<file path="src/rtl/cpu13_pkg.sv">
// Shared definitions for the 13-bit teaching CPU: instruction fields, opcodes,
// sequencer states and the immediate sign-extension helpers.
package cpu13_pkg;

  localparam int DATA_W = 13;

  localparam logic [2:0] OP_ADD  = 3'b000;
  localparam logic [2:0] OP_SUB  = 3'b001;
  localparam logic [2:0] OP_ADDI = 3'b010;
  localparam logic [2:0] OP_SUBI = 3'b011;
  localparam logic [2:0] OP_BEQ  = 3'b100;
  localparam logic [2:0] OP_BNE  = 3'b101;
  localparam logic [2:0] OP_FP0  = 3'b110;
  localparam logic [2:0] OP_FP1  = 3'b111;

  localparam int OP_MSB  = 12;
  localparam int OP_LSB  = 10;
  localparam int R1_MSB  = 9;
  localparam int R1_LSB  = 7;
  localparam int R2_MSB  = 6;
  localparam int R2_LSB  = 4;
  localparam int R3_MSB  = 3;
  localparam int R3_LSB  = 1;
  localparam int IMM_MSB = 3;
  localparam int IMM_LSB = 0;

  typedef enum logic [1:0] {
    ST_FETCH,
    ST_DECODE,
    ST_EXECUTE,
    ST_WRITEBACK
  } state_e;

  function automatic logic [DATA_W-1:0] sext4(input logic [3:0] v);
    return {{(DATA_W-4){v[3]}}, v};
  endfunction

  function automatic logic [DATA_W-1:0] sext3(input logic [2:0] v);
    return {{(DATA_W-3){v[2]}}, v};
  endfunction

endpackage

</file>
<file path="src/rtl/cpu13_alu.sv">
// Combinational ALU for the 13-bit CPU. MUL/ASR on opcodes 11x exist only when
// CPU13_EXT_ARITH_EN is defined; otherwise those opcodes produce zero.
module cpu13_alu
  import cpu13_pkg::*;
(
  input  logic [2:0]        alu_op_i,
  input  logic [DATA_W-1:0] a_i,
  input  logic [DATA_W-1:0] b_i,
  output logic [DATA_W-1:0] result_o,
  output logic              eq_o
);

`ifdef CPU13_EXT_ARITH_EN
  // Low product bits are identical for signed and unsigned operands.
  logic [DATA_W-1:0] mul_lo;
  assign mul_lo = a_i * b_i;
`endif

  always_comb begin
    result_o = '0;
    case (alu_op_i)
      OP_ADD, OP_ADDI: result_o = a_i + b_i;
      OP_SUB, OP_SUBI: result_o = a_i - b_i;
`ifdef CPU13_EXT_ARITH_EN
      OP_FP0:          result_o = mul_lo;
      OP_FP1:          result_o = $signed(a_i) >>> b_i[3:0];
`endif
      default:         result_o = '0;
    endcase
  end

  assign eq_o = (a_i == b_i);

endmodule

</file>
<file path="src/rtl/cpu13_exec_ctrl.sv">
// Fetch/decode/execute/writeback sequencer for the 13-bit CPU.
// Define CPU13_EXT_ARITH_EN to enable MUL/ASR; otherwise opcodes 11x retire as illegal NOPs.
module cpu13_exec_ctrl
  import cpu13_pkg::*;
#(
  parameter logic [DATA_W-1:0] RESET_PC = '0
) (
  input  logic              clk_i,
  input  logic              reset_i,
  input  logic [DATA_W-1:0] mem_rdata_i,
  input  logic              mem_done_i,
  output logic [DATA_W-1:0] pc_o,
  output logic              mem_read_o,
  output logic              mem_instr_o,
  output logic [2:0]        reg_rd_addr2_o,
  output logic [2:0]        reg_rd_addr3_o,
  input  logic [DATA_W-1:0] reg_rdata2_i,
  input  logic [DATA_W-1:0] reg_rdata3_i,
  output logic [2:0]        reg_wr_addr_o,
  output logic [DATA_W-1:0] reg_wdata_o,
  output logic              reg_write_o,
  output logic              alu_eq_o,
  output logic              illegal_o
);

`ifdef CPU13_EXT_ARITH_EN
  localparam logic EXT_EN = 1'b1;
`else
  localparam logic EXT_EN = 1'b0;
`endif

  state_e            state_q;
  logic [DATA_W-1:0] pc_q, pc_d;
  logic [DATA_W-1:0] ir_q;
  logic [DATA_W-1:0] result_q;
  logic              alu_eq_q, alu_eq_d;

  logic [2:0]        op;
  logic              is_imm, is_branch, is_ext, writes_rf, taken;
  logic [DATA_W-1:0] alu_b, alu_result;
  logic              alu_eq_w;

  assign op        = ir_q[OP_MSB:OP_LSB];
  assign is_imm    = (op == OP_ADDI) || (op == OP_SUBI);
  assign is_branch = (op == OP_BEQ) || (op == OP_BNE);
  assign is_ext    = (op == OP_FP0) || (op == OP_FP1);
  assign writes_rf = !op[2] || (is_ext && EXT_EN);

  assign alu_b = is_imm ? sext4(ir_q[IMM_MSB:IMM_LSB]) : reg_rdata3_i;

  cpu13_alu u_alu (
    .alu_op_i (op),
    .a_i      (reg_rdata2_i),
    .b_i      (alu_b),
    .result_o (alu_result),
    .eq_o     (alu_eq_w)
  );

  // The compare flag always reflects R2 == R3, even when the ALU sees the immediate.
  assign alu_eq_d = is_imm ? (reg_rdata2_i == reg_rdata3_i) : alu_eq_w;

  // BEQ uses variant bit 0, BNE variant bit 1, so taken is eq XOR op[0].
  assign taken = is_branch && (alu_eq_q ^ op[0]);
  assign pc_d  = pc_q + DATA_W'(1) + (taken ? sext3(ir_q[R1_MSB:R1_LSB]) : '0);

  always_ff @(posedge clk_i) begin
    if (reset_i) begin
      state_q  <= ST_FETCH;
      pc_q     <= RESET_PC;
      ir_q     <= '0;
      result_q <= '0;
      alu_eq_q <= 1'b0;
    end else begin
      case (state_q)
        ST_FETCH: begin
          if (mem_done_i) begin
            ir_q    <= mem_rdata_i;
            state_q <= ST_DECODE;
          end
        end
        ST_DECODE:  state_q <= ST_EXECUTE;
        ST_EXECUTE: begin
          result_q <= alu_result;
          alu_eq_q <= alu_eq_d;
          state_q  <= ST_WRITEBACK;
        end
        ST_WRITEBACK: begin
          pc_q    <= pc_d;
          state_q <= ST_FETCH;
        end
        default: state_q <= ST_FETCH;
      endcase
    end
  end

  // Strobes are gated by reset so nothing is requested or written during a reset cycle.
  assign mem_read_o  = (state_q == ST_FETCH) && !reset_i;
  assign mem_instr_o = (state_q == ST_FETCH) && !reset_i;
  assign reg_write_o = (state_q == ST_WRITEBACK) && writes_rf && !reset_i;
  assign illegal_o   = (state_q == ST_WRITEBACK) && is_ext && !EXT_EN && !reset_i;

  assign pc_o           = pc_q;
  assign reg_rd_addr2_o = ir_q[R2_MSB:R2_LSB];
  assign reg_rd_addr3_o = ir_q[R3_MSB:R3_LSB];
  assign reg_wr_addr_o  = ir_q[R1_MSB:R1_LSB];
  assign reg_wdata_o    = result_q;
  assign alu_eq_o       = alu_eq_q;

endmodule

</file>
<file path="config.mk">
export PLATFORM = sky130hd
export DESIGN_NAME = cpu13_exec_ctrl
export DESIGN_NICKNAME = d
export VERILOG_FILES = /design/src/rtl/cpu13_pkg.sv /design/src/rtl/cpu13_alu.sv /design/src/rtl/cpu13_exec_ctrl.sv
export SDC_FILE = /design/constraint.sdc
export NUM_CORES = 1
export LEC_CHECK = 0
export BUFFER_PORTS_ARGS = -buffer_cell sky130_fd_sc_hd__buf_2
export CAP_MARGIN = 25
export CORE_MARGIN = 2
export CORE_UTILIZATION = 56
export CTS_CLUSTER_SIZE = 20
export DETAILED_ROUTE_END_ITERATION = 7
export PLACE_DENSITY = 0.92
export SETUP_SLACK_MARGIN = 0.15
export SYNTH_ARGS = -nofsm -noshare
export SYNTH_HDL_FRONTEND = slang
export SYNTH_SLANG_ARGS = --single-unit
</file>
<file path="constraint.sdc">
create_clock -name clk_i -period 3.6 [get_ports clk_i]
set_clock_uncertainty 0.05 [all_clocks]
set_input_delay 0.72 -clock clk_i [delete_from_list [all_inputs] [get_ports clk_i]]
set_output_delay 0.72 -clock clk_i [all_outputs]
set_load 0.02 [all_outputs]
</file>
# After elaboration in Yosys (flattened, before gate mapping)
# Index checks and enable logic that the tools add are counted.
dict set report word_totals {
  word_cells 45
  out_inout_bits 40
  input_bits 42
  reg_bits 42
}
dict set report op_classes {
  n_reduce_logical 16
  n_addsub 4
  n_eq_ne 13
  bitwise 1
  mux 6
}
# operator count
set op_table {}
lappend op_table {{13-bit adder} 2}
lappend op_table {{13-bit == test} 2}
lappend op_table {{13-bit 2-to-1 mux} 2}
lappend op_table {{13-bit case mux with 2 select lines} 1}
lappend op_table {{13-bit by 1-bit adder with 13-bit output, second input constant} 1}
lappend op_table {{13-bit subtractor} 1}
lappend op_table {{3-bit == test, second input constant} 4}
lappend op_table {{2-bit case mux with 4 select lines} 1}
lappend op_table {{3-bit by 2-bit == test with 1-bit output, second input constant} 2}
lappend op_table {{1-bit logical AND} 6}
lappend op_table {{2-bit == test, second input constant} 2}
lappend op_table {{2-bit OR reduction} 2}
lappend op_table {{3-bit by 1-bit == test with 1-bit output, second input constant} 1}
lappend op_table {{3-bit zero test} 1}
lappend op_table {{1-bit logical OR} 3}
lappend op_table {{2-bit by 1-bit == test with 1-bit output, second input constant} 1}
lappend op_table {{1-bit zero test} 2}
lappend op_table {{2-bit zero test} 1}
lappend op_table {{2-bit 2-to-1 mux} 1}
lappend op_table {{2-bit inequality test, second input constant} 1}
lappend op_table {{2-bit AND reduction} 1}
lappend op_table {{1-bit 2-to-1 mux} 1}
lappend op_table {{1-bit XOR} 1}

# Logic depth before layout (Yosys ltp)
dict set report logic_depth {
  word_depth 5
  mapped_depth 13
  mapped_depth_nobuf 12
}

# Cells and area by module
# From an unflattened synthesis, not the netlist that was laid out.
dict set report unflattened {
  cells_unflattened 485
  area_unflattened_um2 3814.9
}
# mod seq_area_each_um2 cells_per_inst area_per_inst_um2 n_inst
set modules_own_cells {}
lappend modules_own_cells {cpu13_exec_ctrl 840.8 302 2544.9 1}
lappend modules_own_cells {cpu13_alu 0.0 183 1270.0 1}

# Worst setup path before layout
# Ideal clock, no wire load.
dict set report synth_path {
  kind {register -> register}
  from {register ir_q[12]}
  to {register result_q[10], in the netlist reg_wdata_o[10]}
  setup_time_ns 0.087
  t_arrival_ns 2.911
  setup_slack_ns 0.552
  period_less_slack_ns 3.048
  stages_incl_launch_ff 12
  path_buffers 1
  t_required_ns 3.463
  cell_sequence {dfxtp_1 -> nand2b_1 -> clkbuf_1 -> mux2_2 -> ha_1 -> fa_1 -> a211oi_1 -> o21ai_0 -> a41oi_1 -> xnor2_1 -> nor2_1 -> o31ai_1}
}
dict set report synth_via {
  elab_chain_cells 5
  elab_cells_between_ends 11
  cone_classes {add/sub (2); eq/ne (3); mux (2); reduce/logical (4)}
}
# element line
set synth_rtl {}
lappend synth_rtl {{start: declaration} cpu13_exec_ctrl.sv:34} ;# logic [DATA_W-1:0] ir_q;
lappend synth_rtl {{start signal: assignment} cpu13_exec_ctrl.sv:77} ;# ir_q <= mem_rdata_i;
lappend synth_rtl {{3-bit by 2-bit == test with 1-bit output} {cpu13_alu.sv:21, cpu13_exec_ctrl.sv:44}}
lappend synth_rtl {{1-bit logical OR} cpu13_exec_ctrl.sv:44} ;# assign is_imm = (op == OP_ADDI) || (op == OP_SUBI);
lappend synth_rtl {{13-bit 2-to-1 mux} cpu13_exec_ctrl.sv:49} ;# assign alu_b = is_imm ? sext4(ir_q[IMM_MSB:IMM_LSB]) : reg_rdata3_i;
lappend synth_rtl {{13-bit subtractor / 13-bit adder (equally long branches)} {cpu13_alu.sv:23, cpu13_alu.sv:22}}
lappend synth_rtl {{13-bit case mux with 2 select lines (*)} cpu13_alu.sv:21} ;# case (alu_op_i)
lappend synth_rtl {{end signal: assignment} cpu13_exec_ctrl.sv:83} ;# result_q <= alu_result;
lappend synth_rtl {{end: declaration} cpu13_exec_ctrl.sv:35} ;# logic [DATA_W-1:0] result_q;
# Mark *: on every way between the ends. The rest lies on a longest branch, timed or not.
# A chain may end at the register's enable or synchronous reset.

# Worst setup path in the final report
# Same ends and word-level chain as after synthesis.

==> run_summary.xml <==
<?xml version="1.0" encoding="UTF-8"?>
<metrics>
  <group name="place">
    <metric name="place_area" unit="µm²">4213</metric>
    <metric name="gp_routability_congestion" unit="">0.9292</metric>
    <metric name="io_buffers" unit="">81</metric>
    <metric name="detail_placement_hpwl" unit="mm">7.758</metric>
  </group>
  <group name="power_and_ir_drop">
    <metric name="p_int" unit="W">0.001029</metric>
    <metric name="pwr-share-seq" unit="">0.325</metric>
    <metric name="power_frac_clock" unit="">0.172</metric>
    <metric name="power_density" unit="nW/µm²">424.2</metric>
    <metric name="switchingPower" unit="W">0.0007935</metric>
    <metric name="swShare" unit="">0.4354</metric>
    <metric name="ir_drop" unit="V">0.0001885</metric>
    <metric name="p_leak" unit="nW">2.000</metric>
    <metric name="power.combinational.fraction" unit="">0.502</metric>
  </group>
  <group name="cts">
    <metric name="cts.repair.resized" unit="">0</metric>
    <metric name="max-clock-path-buffers" unit="">2</metric>
    <metric name="clk_latency" unit="ps">300</metric>
    <metric name="h-tree-depth" unit="">2</metric>
    <metric name="cts_tree" unit="">built</metric>
    <metric name="cts_setup_buffers" unit="">0</metric>
    <metric name="cts_hold_buffers" unit="">0</metric>
    <metric name="cts_num_sinks" unit="">42</metric>
    <metric name="cts_buffers" unit="">5</metric>
    <metric name="path_clk_slew" unit="ps">90</metric>
    <metric name="ctsRootBufferMaster" unit="">clkbuf_8</metric>
  </group>
  <group name="synthesis">
    <metric name="synth_enable_flop_cells" unit="">0</metric>
    <metric name="synth.net_count" unit="">566</metric>
    <metric name="post_synth.cell_area_avg" unit="µm²">8.041</metric>
    <metric name="syn_area" unit="µm²">3844</metric>
    <metric name="yosysTopAreaCellShare" unit="">0.2188</metric>
    <metric name="synthTopCellsByArea" unit="">dfxtp_1, ha_1, a21oi_1</metric>
    <metric name="seq_area_frac_synth" unit="">0.2188</metric>
    <metric name="synth_cells" unit="">478</metric>
    <metric name="synth-async-reset-ratio" unit="">0</metric>
    <metric name="synth_top_flop_cell" unit="">dfxtp_1</metric>
    <metric name="yosys.cell_types.count" unit="">68</metric>
    <metric name="synthDominantAreaCellType" unit="">dfxtp_1</metric>
    <metric name="yosysWarningCount" unit="">0</metric>
    <metric name="ys_seq_elements" unit="">42</metric>
  </group>
  <group name="sta">
    <metric name="finalSetupTns" unit="ps">0</metric>
    <metric name="timing.max_slew.rel_slack" unit="">0.4708</metric>
    <metric name="finalHoldWorstSlack" unit="ps">410.9</metric>
    <metric name="hold_violations" unit="">0</metric>
    <metric name="slew_viol_final" unit="">0</metric>
    <metric name="grt_setup_unrepaired" unit="">no</metric>
    <metric name="layout_min_cycle_time" unit="ps">3172</metric>
    <metric name="finalSetupViolCount" unit="">0</metric>
    <metric name="tightest_slew" unit="ps">793.9</metric>
    <metric name="final_min_period_over_clock_period" unit="">0.8810</metric>
    <metric name="fmax" unit="MHz">315.3</metric>
  </group>
  <group name="setup_path">
    <metric name="worstSetupStartpointType" unit="">flip-flop</metric>
    <metric name="criticalPathCategory" unit="">flip-flop to flip-flop</metric>
    <metric name="end_kind" unit="">flip-flop</metric>
    <metric name="worst_path_maximum_fanout" unit="">13</metric>
    <metric name="data_arrival_time_of_the_critical_path" unit="ps">3340</metric>
    <metric name="required" unit="ps">3770</metric>
  </group>
  <group name="floorplanning">
    <metric name="ioPinCount" unit="">82</metric>
    <metric name="dieArea" unit="µm²">7542</metric>
    <metric name="fp.coreArea" unit="µm²">6719</metric>
    <metric name="core.rowCount" unit="">30</metric>
    <metric name="floorplan.initialDensity" unit="">0.5721</metric>
    <metric name="die_h" unit="µm">86.85</metric>
    <metric name="die_w" unit="µm">86.85</metric>
  </group>
  <group name="global_route">
    <metric name="maximum_number_of_pins_on_one_net_before_global_route_repair" unit="">45</metric>
    <metric name="wire_length_of_the_first_global_routing_pass" unit="mm">16.62</metric>
    <metric name="grt-ovfl-total" unit="">0</metric>
    <metric name="globalRouteTotalUtil" unit="">0.2737</metric>
    <metric name="antenna_found_initial" unit="">0</metric>
    <metric name="via_count_of_the_first_global_routing_pass" unit="">3523</metric>
  </group>
  <group name="cells_and_area">
    <metric name="final_nets" unit="">628</metric>
    <metric name="postLayoutCellArea" unit="µm²">4297</metric>
    <metric name="area_delta_synth_final" unit="%">11.78</metric>
    <metric name="post_route_cells_drive_above_1_share" unit="">0.2074</metric>
    <metric name="ff_latch_area" unit="µm²">840.8</metric>
    <metric name="multi_input_comb_area" unit="µm²">2724</metric>
    <metric name="num_antenna_cells" unit="">0</metric>
    <metric name="nFillCells" unit="">577</metric>
  </group>
  <group name="route">
    <metric name="wire_per_inst" unit="µm">16.16</metric>
    <metric name="vias" unit="">3651</metric>
    <metric name="via_per_inst" unit="">5.889</metric>
    <metric name="detail_route.first_pass.iterations" unit="">5</metric>
    <metric name="route.detailed.drc" unit="">0</metric>
    <metric name="routed_wl" unit="mm">10.02</metric>
    <metric name="drt_first_iter_violations" unit="">165</metric>
    <metric name="postRouteAntennaNets" unit="">0</metric>
  </group>
  <group name="hold_path">
    <metric name="worst_hold_path_type" unit="">flip-flop to flip-flop</metric>
  </group>
  <group name="flow_run">
    <metric name="drv.max_cap_violation_count" unit="">0</metric>
  </group>
  <group name="run_status">
    <metric name="run_status" unit="">completed</metric>
  </group>
</metrics>
-- metal layers --
layer	global-route usage	wire, µm	vias to the layer above
li1	-	-	1808
met1	0.3357	4340	1711
met2	0.4872	4994	115
met3	0.04476	512	17
met5	0	0	-
met4	0.08381	174	0
-- critical path, stage by stage, from the launching register on --
cell,delay [ps]
dfxtp_1,480
nand2b_1,200
buf_4,220
mux2_2,400
fa_1,440
a211oi_1,380
o21ai_0,200
a41oi_1,270
xnor2_1,150
nor2_1,60
o31ai_1,230
-- layout by cell type, fill, tap and decap left out, types with 2 or more instances in the layout --
master and instances:
buf_2 81, nand2_1 43, ha_1 43, dfxtp_1 42, nor2_1 39, a21oi_1 37, inv_1 30, a21o_1 16
nor3_1 16, nand2b_1 15, xnor2_1 14, xor2_1 14, o21ai_0 13, nor2b_1 10, mux2i_1 8, nand4_1 8
a211oi_1 7, o21a_1 6, nand3_1 6, o21bai_1 5, clkbuf_8 5, and2_1 4, mux2_2 4, or3b_2 4
o211ai_1 4, nor4_1 4, buf_4 4, o21ai_1 3, a31oi_1 3, o22ai_1 3, o31ai_1 3, fa_1 3
o2bb2ai_1 2, o311ai_0 2, o41ai_2 2, a311oi_1 2, a211o_1 2, a211oi_2 2, clkinvlp_4 2
-- power by group through the flow --
| stage | combinational [W] | clock, W | sequential (W) |
|---|---|---|---|
| global route | 0.00101 | 0.000339 | 0.000602 |
| detailed placement | 0.000907 | 0 | 0.000602 |
| finish | 0.000916 | 0.000314 | 0.000593 |
| floorplan | 0.000656 | 0 | 0.000636 |
| global placement | 0.000879 | 0 | 0.000599 |
| CTS | 0.000911 | 0.000321 | 0.000592 |
-- logic make-up (layout without fill, tap and decap cells) --
logic type / count (synthesis) / count (layout) / share of synthesized area
mux: 13 / 13 / 0.03548
simple gates: 159 / 159 / 0.2103
fa+ha+maj: 46 / 46 / 0.1556
flops: 42 / 42 / 0.2188
compound gates: 130 / 130 / 0.2435
xor+xnor: 28 / 28 / 0.06380
buf+inv: 60 / 122 / 0.07259
-- state kept, by name, indices dropped and copies added, names as in the netlist --
signal / flops
reg_wdata_o: 13
pc_o: 13
ir_q: 13
alu_eq_o: 1
state_q: 2
-- synth_stat cells, drive strengths merged (2+ instances only) --
| master | instances |
|---|---|
| a211o | 2 |
| a211oi | 9 |
| a21o | 16 |
| a21oi | 37 |
| a22oi | 2 |
| a311oi | 2 |
| a31oi | 3 |
| and2 | 4 |
| buf | 18 |
| clkbuf | 12 |
| dfxtp | 42 |
| fa | 3 |
| ha | 43 |
| inv | 30 |
| mux2 | 5 |
| mux2i | 8 |
| nand2 | 43 |
| nand2b | 15 |
| nand3 | 6 |
| nand4 | 8 |
| nor2 | 39 |
| nor2b | 10 |
| nor3 | 16 |
| nor3b | 2 |
| nor4 | 5 |
| o211ai | 5 |
| o21a | 6 |
| o21ai | 16 |
| o21bai | 5 |
| o22ai | 3 |
| o2bb2ai | 2 |
| o311ai | 2 |
| o31ai | 3 |
| o41ai | 2 |
| or3b | 4 |
| xnor2 | 14 |
| xor2 | 14 |
-- path summary, 6_finish.rpt --
check	startpoint	slack [ps]	end	depth (start not counted)
setup reg to reg	ir_q[12]	430	reg_wdata_o[10]	10
hold reg to reg	ir_q[4]	410	ir_q[4]	2
setup / recovery	ir_q[12]	430	reg_wdata_o[10]	10
hold / removal	ir_q[4]	410	ir_q[4]	2
-- per-stage QoR --
step,instances,power [W],worst slack (ps),utilization
after global placement,613,0.001478,537.1,0.6270
final,620,0.001823,428.3,0.6395
after floorplan,478,0.001292,552.2,-
after detailed placement,613,0.001509,436.4,0.6270
after global routing,620,0.001954,250.9,0.6395
after CTS,620,0.001824,488.1,0.6395
-- final cells by class --
| cell class | count | area share |
|---|---|---|
| timing repair buffer | 85 | 0.1013 |
| inverter | 30 | 0.02621 |
| clock inverter | 2 | 0.003494 |
| clock buffer | 5 | 0.01602 |
| sequential | 42 | 0.1957 |
| multi-input combinational | 376 | 0.6340 |
| tap | 80 | 0.02330 |
(Power assumes the default switching activity.)
